**src/rtl/regfile_wr_sched_pkg.sv**
```systemverilog
// Shared widths and the port identifier used by the write-port arbiter.
package regfile_pkg;
   localparam int AW   = 5;
   localparam int DW   = 32;
   localparam int NREG = 32;

   typedef enum logic {
      PORT_A = 1'b0,
      PORT_B = 1'b1
   } port_e;
endpackage

```
**src/rtl/regfile_wr_sched_if.sv**
```systemverilog
// Bundle of reservation, query, writeback and register-file write signals.
interface regfile_wr_sched_if #(
   parameter int AW = 5,
   parameter int DW = 32
);
   logic          rsv_valid;
   logic [AW-1:0] rsv_addr;
   logic          flush;
   logic [AW-1:0] rsc;
   logic [AW-1:0] rtc;
   logic          rs_busy;
   logic          rt_busy;
   logic          a_valid;
   logic [AW-1:0] a_addr;
   logic [DW-1:0] a_data;
   logic          a_ready;
   logic          b_valid;
   logic [AW-1:0] b_addr;
   logic [DW-1:0] b_data;
   logic          b_ready;
   logic          RF_w;
   logic [AW-1:0] rdc;
   logic [DW-1:0] rd;

   modport master (
      output rsv_valid, rsv_addr, flush, rsc, rtc,
      output a_valid, a_addr, a_data, b_valid, b_addr, b_data,
      input  rs_busy, rt_busy, a_ready, b_ready, RF_w, rdc, rd
   );

   modport slave (
      input  rsv_valid, rsv_addr, flush, rsc, rtc,
      input  a_valid, a_addr, a_data, b_valid, b_addr, b_data,
      output rs_busy, rt_busy, a_ready, b_ready, RF_w, rdc, rd
   );
endinterface

```
**src/rtl/regfile_wr_sched_rr_arb2.sv**
```systemverilog
// Two-requester round-robin arbiter; the pointer names the port that wins a tie.
module rr_arb2
   import regfile_pkg::*;
(
   input  logic       clk,
   input  logic       rst_n,
   input  logic [1:0] req_i,
   output logic [1:0] gnt_o
);
   port_e ptr_q, ptr_d;

   always_comb begin
      gnt_o    = 2'b00;
      ptr_d    = ptr_q;
      gnt_o[0] = req_i[0] & (~req_i[1] | (ptr_q == PORT_A));
      gnt_o[1] = req_i[1] & (~req_i[0] | (ptr_q == PORT_B));
      // After a grant the other port gets the next tie.
      if (gnt_o[0]) begin
         ptr_d = PORT_B;
      end else if (gnt_o[1]) begin
         ptr_d = PORT_A;
      end
   end

   always_ff @(posedge clk or negedge rst_n) begin
      if (!rst_n) begin
         ptr_q <= PORT_A;
      end else begin
         ptr_q <= ptr_d;
      end
   end
endmodule

```
**src/rtl/regfile_wr_sched.sv**
```systemverilog
// Write-port scheduler for the register file plus the pending-write scoreboard
// that decode queries for read-after-write stalls.
module regfile_wr_sched
   import regfile_pkg::*;
#(
   parameter int AW = regfile_pkg::AW,
   parameter int DW = regfile_pkg::DW
) (
   input  logic               clk,
   input  logic               rst_n,
   regfile_wr_sched_if.slave  bus
);
   localparam int NR = 1 << AW;

   logic [1:0]    gnt;
   logic [AW-1:0] wr_addr;
   logic [DW-1:0] wr_data;
   logic          rf_w_q, rf_w_d;
   logic [AW-1:0] rdc_q, rdc_d;
   logic [DW-1:0] rd_q, rd_d;
   logic [NR-1:0] busy_q, busy_d;

   rr_arb2 u_arb (
      .clk   (clk),
      .rst_n (rst_n),
      .req_i ({bus.b_valid, bus.a_valid}),
      .gnt_o (gnt)
   );

   assign bus.a_ready = gnt[0];
   assign bus.b_ready = gnt[1];

   always_comb begin
      wr_addr = bus.a_addr;
      wr_data = bus.a_data;
      if (gnt[1]) begin
         wr_addr = bus.b_addr;
         wr_data = bus.b_data;
      end
      // Writes to r0 complete the handshake but never reach the file.
      rf_w_d = (|gnt) && (wr_addr != '0);
      rdc_d  = rf_w_d ? wr_addr : rdc_q;
      rd_d   = rf_w_d ? wr_data : rd_q;
   end

   always_comb begin
      busy_d = busy_q;
      if (rf_w_q) begin
         busy_d[rdc_q] = 1'b0;
      end
      // A reservation is newer than the write retiring this edge, so it wins.
      if (bus.rsv_valid && (bus.rsv_addr != '0)) begin
         busy_d[bus.rsv_addr] = 1'b1;
      end
      if (bus.flush) begin
         busy_d = '0;
      end
      busy_d[0] = 1'b0;
   end

   always_ff @(posedge clk or negedge rst_n) begin
      if (!rst_n) begin
         rf_w_q <= 1'b0;
         rdc_q  <= '0;
         rd_q   <= '0;
         busy_q <= '0;
      end else begin
         rf_w_q <= rf_w_d;
         rdc_q  <= rdc_d;
         rd_q   <= rd_d;
         busy_q <= busy_d;
      end
   end

   assign bus.RF_w    = rf_w_q;
   assign bus.rdc     = rdc_q;
   assign bus.rd      = rd_q;
   assign bus.rs_busy = busy_q[bus.rsc];
   assign bus.rt_busy = busy_q[bus.rtc];
endmodule

```
**src/flat_wrapper.sv**
```systemverilog
// flat-port wrapper written by rule: the top's interface ports become plain ports
module regfile_wr_sched_flat import regfile_pkg::*;
#(
   parameter int AW = regfile_pkg::AW,
   parameter int DW = regfile_pkg::DW
)
  (clk, rst_n, bus_rsv_valid, bus_rsv_addr, bus_flush, bus_rsc, bus_rtc, bus_a_valid, bus_a_addr, bus_a_data, bus_b_valid, bus_b_addr, bus_b_data, bus_rs_busy, bus_rt_busy, bus_a_ready, bus_b_ready, bus_RF_w, bus_rdc, bus_rd);
  regfile_wr_sched_if #(.AW(AW), .DW(DW)) bus_i ();
  input  logic clk;
  input  logic rst_n;
  input wire logic [$bits(bus_i.rsv_valid)-1:0] bus_rsv_valid;
  input wire logic [$bits(bus_i.rsv_addr)-1:0] bus_rsv_addr;
  input wire logic [$bits(bus_i.flush)-1:0] bus_flush;
  input wire logic [$bits(bus_i.rsc)-1:0] bus_rsc;
  input wire logic [$bits(bus_i.rtc)-1:0] bus_rtc;
  input wire logic [$bits(bus_i.a_valid)-1:0] bus_a_valid;
  input wire logic [$bits(bus_i.a_addr)-1:0] bus_a_addr;
  input wire logic [$bits(bus_i.a_data)-1:0] bus_a_data;
  input wire logic [$bits(bus_i.b_valid)-1:0] bus_b_valid;
  input wire logic [$bits(bus_i.b_addr)-1:0] bus_b_addr;
  input wire logic [$bits(bus_i.b_data)-1:0] bus_b_data;
  output wire logic [$bits(bus_i.rs_busy)-1:0] bus_rs_busy;
  output wire logic [$bits(bus_i.rt_busy)-1:0] bus_rt_busy;
  output wire logic [$bits(bus_i.a_ready)-1:0] bus_a_ready;
  output wire logic [$bits(bus_i.b_ready)-1:0] bus_b_ready;
  output wire logic [$bits(bus_i.RF_w)-1:0] bus_RF_w;
  output wire logic [$bits(bus_i.rdc)-1:0] bus_rdc;
  output wire logic [$bits(bus_i.rd)-1:0] bus_rd;
  assign bus_i.rsv_valid = bus_rsv_valid;
  assign bus_i.rsv_addr = bus_rsv_addr;
  assign bus_i.flush = bus_flush;
  assign bus_i.rsc = bus_rsc;
  assign bus_i.rtc = bus_rtc;
  assign bus_i.a_valid = bus_a_valid;
  assign bus_i.a_addr = bus_a_addr;
  assign bus_i.a_data = bus_a_data;
  assign bus_i.b_valid = bus_b_valid;
  assign bus_i.b_addr = bus_b_addr;
  assign bus_i.b_data = bus_b_data;
  assign bus_rs_busy = bus_i.rs_busy;
  assign bus_rt_busy = bus_i.rt_busy;
  assign bus_a_ready = bus_i.a_ready;
  assign bus_b_ready = bus_i.b_ready;
  assign bus_RF_w = bus_i.RF_w;
  assign bus_rdc = bus_i.rdc;
  assign bus_rd = bus_i.rd;
  regfile_wr_sched #(.AW(AW), .DW(DW)) u_core (.clk(clk), .rst_n(rst_n), .bus(bus_i));
endmodule
```
**config.mk**
```make
export PLATFORM = sky130hd
export DESIGN_NAME = regfile_wr_sched_flat
export DESIGN_NICKNAME = d
export VERILOG_FILES = /design/src/rtl/regfile_wr_sched_pkg.sv /design/src/rtl/regfile_wr_sched_if.sv /design/src/rtl/regfile_wr_sched_rr_arb2.sv /design/src/rtl/regfile_wr_sched.sv /design/src/flat_wrapper.sv
export SDC_FILE = /design/constraint.sdc
export NUM_CORES = 1
export LEC_CHECK = 0
export BUFFER_PORTS_ARGS = -buffer_cell sky130_fd_sc_hd__buf_4
export CAP_MARGIN = 20
export CORE_MARGIN = 2
export CORE_UTILIZATION = 45
export CTS_BUF_LIST = sky130_fd_sc_hd__clkbuf_16
export DETAILED_ROUTE_END_ITERATION = 16
export PLACE_DENSITY = 0.84
export SLEW_MARGIN = 20
export SYNTH_ARGS = -nofsm -noshare
export SYNTH_HDL_FRONTEND = slang
export SYNTH_SLANG_ARGS = --single-unit
```
**constraint.sdc**
```tcl
create_clock -name clk -period 4.7 [get_ports clk]
set_input_delay 0.47 -clock clk [delete_from_list [all_inputs] [get_ports clk]]
set_output_delay 0.47 -clock clk [all_outputs]
set_load 0.1 [all_outputs]
```
## Yosys cells after proc, flatten, opt, wreduce, memory -nomap -nowiden

Cells that the tools add are included.

- Register bits after elaboration: 70
- Input bits: 95
- Output and inout port bits: 42
- Word-level logic and storage cells: 44

- Order comparisons: 6
- Muxes and demuxes: 15
- Bitwise gates (word level): 10
- Reductions and logical operators: 8

Operators by type and width:

| operator | count |
|---|---|
| $mux W32 | 4 |
| $and A32 B32 Y32 | 1 |
| $not A32 Y32 | 1 |
| $or A32 B32 Y32 | 1 |
| $lt A5 B6 Y1 const B | 4 |
| $bmux W1 S5 | 2 |
| $demux W1 S5 | 2 |
| $ge A5 B1 Y1 const B | 2 |
| $reduce_bool A5 Y1 | 2 |
| $mux W1 | 6 |
| $mux W5 | 1 |
| $logic_and A1 B1 Y1 | 4 |
| $not A1 Y1 | 3 |
| $and A1 B1 Y1 | 2 |
| $or A1 B1 Y1 | 2 |
| $reduce_bool A2 Y1 | 1 |
| $reduce_or A2 Y1 | 1 |

## Depth between registers and ports, before layout

- Depth after elaboration: 10
- Mapped depth: 8
- Depth with buffers taken out: 6

## Cells and area by module

From an unflattened synthesis, not the netlist that was laid out.

- Cells, all modules: 366
- Area, all modules: 3985.1 um^2

By module, submodules not included:

| module | instances | cells each | area an instance (um^2) | sequential area each (um^2) |
|---|---|---|---|---|
| regfile_wr_sched | 1 | 359 | 3923.8 | 1726.7 |
| rr_arb2 | 1 | 7 | 61.3 | 25.0 |

## Worst setup path before layout

No wires, ideal clock.

- Kind: in2out
- Start point: input port bus_a_valid
- End point: output port bus_a_ready
- Arrival: 2.659 ns
- Required time: 4.230 ns
- Path slack: 1.571 ns
- Cell stages on the path: 1
- Cells stage by stage: a21boi_0

- Word-level cells in the longest chain between the ends: 1

Ends and longest elaborated chain:

| item | RTL line | text |
|---|---|---|
| start: declaration | flat_wrapper.sv:16 | `input wire logic [$bits(bus_i.a_valid)-1:0] bus_a_valid;` |
| $and A1 B1 Y1 | regfile_wr_sched_rr_arb2.sv:15 | `gnt_o[0] = req_i[0] & (~req_i[1] \| (ptr_q == PORT_A));` |
| end: declaration | flat_wrapper.sv:24 | `output wire logic [$bits(bus_i.a_ready)-1:0] bus_a_ready;` |

Every way passes these cells.

## Worst setup path after layout

- Start point: register u_core.u_arb.ptr_q
- End point: register u_core.rd_q[2], in the netlist u_core.bus.rd[2]

- Word-level cells in the longest chain between the ends: 5

Ends and longest elaborated chain:

| item | RTL line | text |
|---|---|---|
| start: declaration | regfile_wr_sched_rr_arb2.sv:10 | `port_e ptr_q, ptr_d;` |
| start signal: assignment | regfile_wr_sched_rr_arb2.sv:29 | `ptr_q <= ptr_d;` |
| $or A1 B1 Y1 / $not A1 Y1 (equally long branches) | regfile_wr_sched_rr_arb2.sv:16, regfile_wr_sched_rr_arb2.sv:15 |  |
| $and A1 B1 Y1 / $or A1 B1 Y1 (equally long branches) | regfile_wr_sched_rr_arb2.sv:16, regfile_wr_sched_rr_arb2.sv:15 |  |
| $mux W5 / $and A1 B1 Y1 (equally long branches) | regfile_wr_sched.sv:36, regfile_wr_sched_rr_arb2.sv:15 |  |
| $reduce_bool A5 Y1 / $reduce_or A2 Y1 (equally long branches) | regfile_wr_sched.sv:41 | `rf_w_d = (\|gnt) && (wr_addr != '0);` |
| $logic_and A1 B1 Y1 | regfile_wr_sched.sv:41 |  |
| end signal: assignment | regfile_wr_sched.sv:70 | `rd_q <= rd_d;` |
| end: declaration | regfile_wr_sched.sv:20 | `logic [DW-1:0] rd_q, rd_d;` |

Several ways; a longest one is shown, not always the timed one.
A chain may end at the register's enable or synchronous reset.

==> out/results.tsv <==
metric	value	unit
worst_pin_slew	1.01	ns
place_area	5140	µm²
antenna_left	0	
htreeDepth	3	
routed_via_density	5.61	
layout_common_cells	buf_4 (136), nand2_1 (134), dfrtp_1 (70)	
root_buffer	clkbuf_16	
synthCells	443	
clock_skew	0.00514	ns
place_congestion	0.855	
synth_area_leaders	dfrtp_1 (42%), nand2_1 (12%), mux2_4 (10%)	
max_stage_delay	0.83	ns
ios	137	
yosysUniqueCellTypes	42	
hold_viol_final	0	
grt_pass1_vias	3747	
vdd_ir_drop_max	292	µV
slew-limit-headroom	0.325	
insertedDiodeCount	0	
cts.sinks	70	
p_comb_frac	0.332	
reg2reg_slack	1.42	ns
syn_area_per_cell	9.33	µm²
cts_resized	0	
power_leakage	2.67	nW
cp.required	4.91	ns
setup_violations	0	
fillers	725	
area.growth.synth_to_final	33.0	%
syn_area	4140	µm²
grt_use_total	0.233	
antenna_found_initial	0	
tritoncts	done	
r2r-start	u_core.u_arb.ptr_q	
dieArea	9970	µm²
min_path_type	input port to asynchronous set/reset pin	
rsz0062_at_grt	no	
worst-path-buf-inv	1	
routed_wirelength	11.3	mm
synth-seq-area-share	0.424	
multi_input_area	2210	µm²
cp.arrival	3.50	ns
maxCapViolations	0	
row_count	34	
dr.pass1.iters	6	
post-route-min-period	3.28	ns
clockPowerShare	0.360	
portBuffers	136	
swShare	0.366	
synth_edf_count	0	
critPathMaxFanout	39	
drive_above_1_share	0.351	
p_seq_frac	0.308	
status	complete, no violations	
r2r_cells	6	
die_x	99.9	µm
cts_hold_buf	0	
period_share	0.698	
final_nets	660	
cp-end-kind	register	
clock_latency	0.33	ns
final_area	5500	µm²
async_flop_share	1.00	
grt_max_degree	71	
startpoint	u_core.u_arb.ptr_q	
die_h	99.9	µm
clk_path_buf_depth	2	
clock.fmax	305	MHz
drtIter0Drc	302	
routed-via-count	3805	
grt_first_pass_wirelength	18.3	mm
synth-main-ff-cell	dfrtp_1	
p_int	1.44	mW
cpMaxStageDelayCell	a21o_2	
crit_path_cell_trace	nand2b_2, nand2_2, clkinv_4, o21ai_2, a21o_2, mux2_2	
fin_tns_setup	0	ns
worstReg2RegEnd	u_core.bus.rd[2]	
wl_per_cell	16.7	µm
clk_pin_slew	0.06	ns
crit_type	register to register	
yosysTopAreaCell	dfrtp_1	
coreArea	8810	µm²
worst_setup_path_start_kind	register	
drcViolationCount	0	
yosys_warnings	0	
synth_fp_nets	538	
cts_made_buffers	9	
grt-ovfl-total	0	
power_density	413	nW/µm²
slew_violations	0	
seq_area	1750	µm²
synth_top_area_share	0.424	
postCtsSetupBuffers	0	
power.switching	0.831	mW
ys_ff_latch	70	
crit_family	compound AO/OA/AOI/OAI gates	
dpl.hpwl	8.01	mm
p_total	2.27	mW
floorplan.initialDensity	0.470	
final_common_cell	buf_4	
synthesized netlist by cell type (2+ instances only):
cell,count
nand2b_1,2
o21ai_0,38
dfrtp_1,70
mux4_2,6
nand2_1,134
mux2_2,4
nand3b_1,5
nor2b_1,6
nor3_1,7
mux2_4,28
buf_12,3
and3b_1,3
and3_1,2
a31o_2,2
mux2i_1,25
nand4_1,2
a21oi_1,37
nand3_1,9
a2111oi_0,2
nor3b_1,6
or3_1,3
a22oi_1,4
inv_1,2
or3b_2,2
nor2_1,6
clkbuf_1,16
buf_2,4
sequential cells by signal, summed over array words and instances (netlist names):
| name | count |
|---|---|
| u_core.bus.rdc | 5 |
| u_core.u_arb.ptr_q | 1 |
| u_core.busy_q | 31 |
| u_core.bus.RF_w | 1 |
| u_core.bus.rd | 32 |
power by group through the flow:
stage          sequential (mW)  clock, mW  combinational [mW]
6_report                 0.700      0.816               0.753
5_1_grt                  0.707      0.849               0.786
4_1_cts                  0.699      0.823               0.756
3_5_place_dp             0.706          0               0.755
3_3_place_gp             0.707          0               0.742
2_1_floorplan             1.03          0               0.222
cells by family after synthesis:
logic type	count (synthesis)	share of synthesized area
compound gates	90	0.120
buf+inv	28	0.0415
mux	63	0.206
flops	70	0.424
simple gates	192	0.209
how the worst max path moves through the flow:
| stage | end | cells after the start |
|---|---|---|
| floorplan | bus_a_ready | 1 |
| finish | u_core.bus.rd[2] | 6 |
| detailed placement | u_core.bus.rd[2] | 7 |
| CTS | u_core.bus.rd[0] | 6 |
| global route | u_core.bus.rd[0] | 6 |
| global placement | u_core.bus.rd[2] | 7 |
through the flow:
stage          utilization  setup slack (ns)  instances  hold slack [ns]
2_1_floorplan            -              1.57        443            0.174
3_3_place_gp         0.583              1.51        662            0.492
3_5_place_dp         0.583              1.38        662            0.498
4_1_cts              0.624              1.42        678            0.289
5_1_grt              0.624              1.17        678            0.331
6_report             0.624              1.42        678            0.237
per-layer routing:
layer	vias to the layer above	GRT usage	routed length (µm)
li1	1783	-	-
met4	0	0.103	306
met1	1798	0.303	4620
met2	197	0.375	5460
met3	27	0.0543	941
met5	-	0	0
worst register-to-register path, delay by kind of cell (launching register included):
family | cells | cell delay [ns]
muxes | 1 | 0.43
AOI/OAI and AO/OA | 2 | 1.10
DFF | 1 | 0.40
buffers and inverters | 1 | 0.45
and+or+nand+nor | 2 | 0.80
cell type report:
class / instances / area share
clock buffers: 9 / 0.0410
clock inverters: 7 / 0.0248
inverters: 3 / 0.00296
multi-input cells: 345 / 0.403
flip-flops and latches: 70 / 0.319
well taps: 108 / 0.0246
repair buffers: 136 / 0.186
Power figures use the tool's default switching activity.
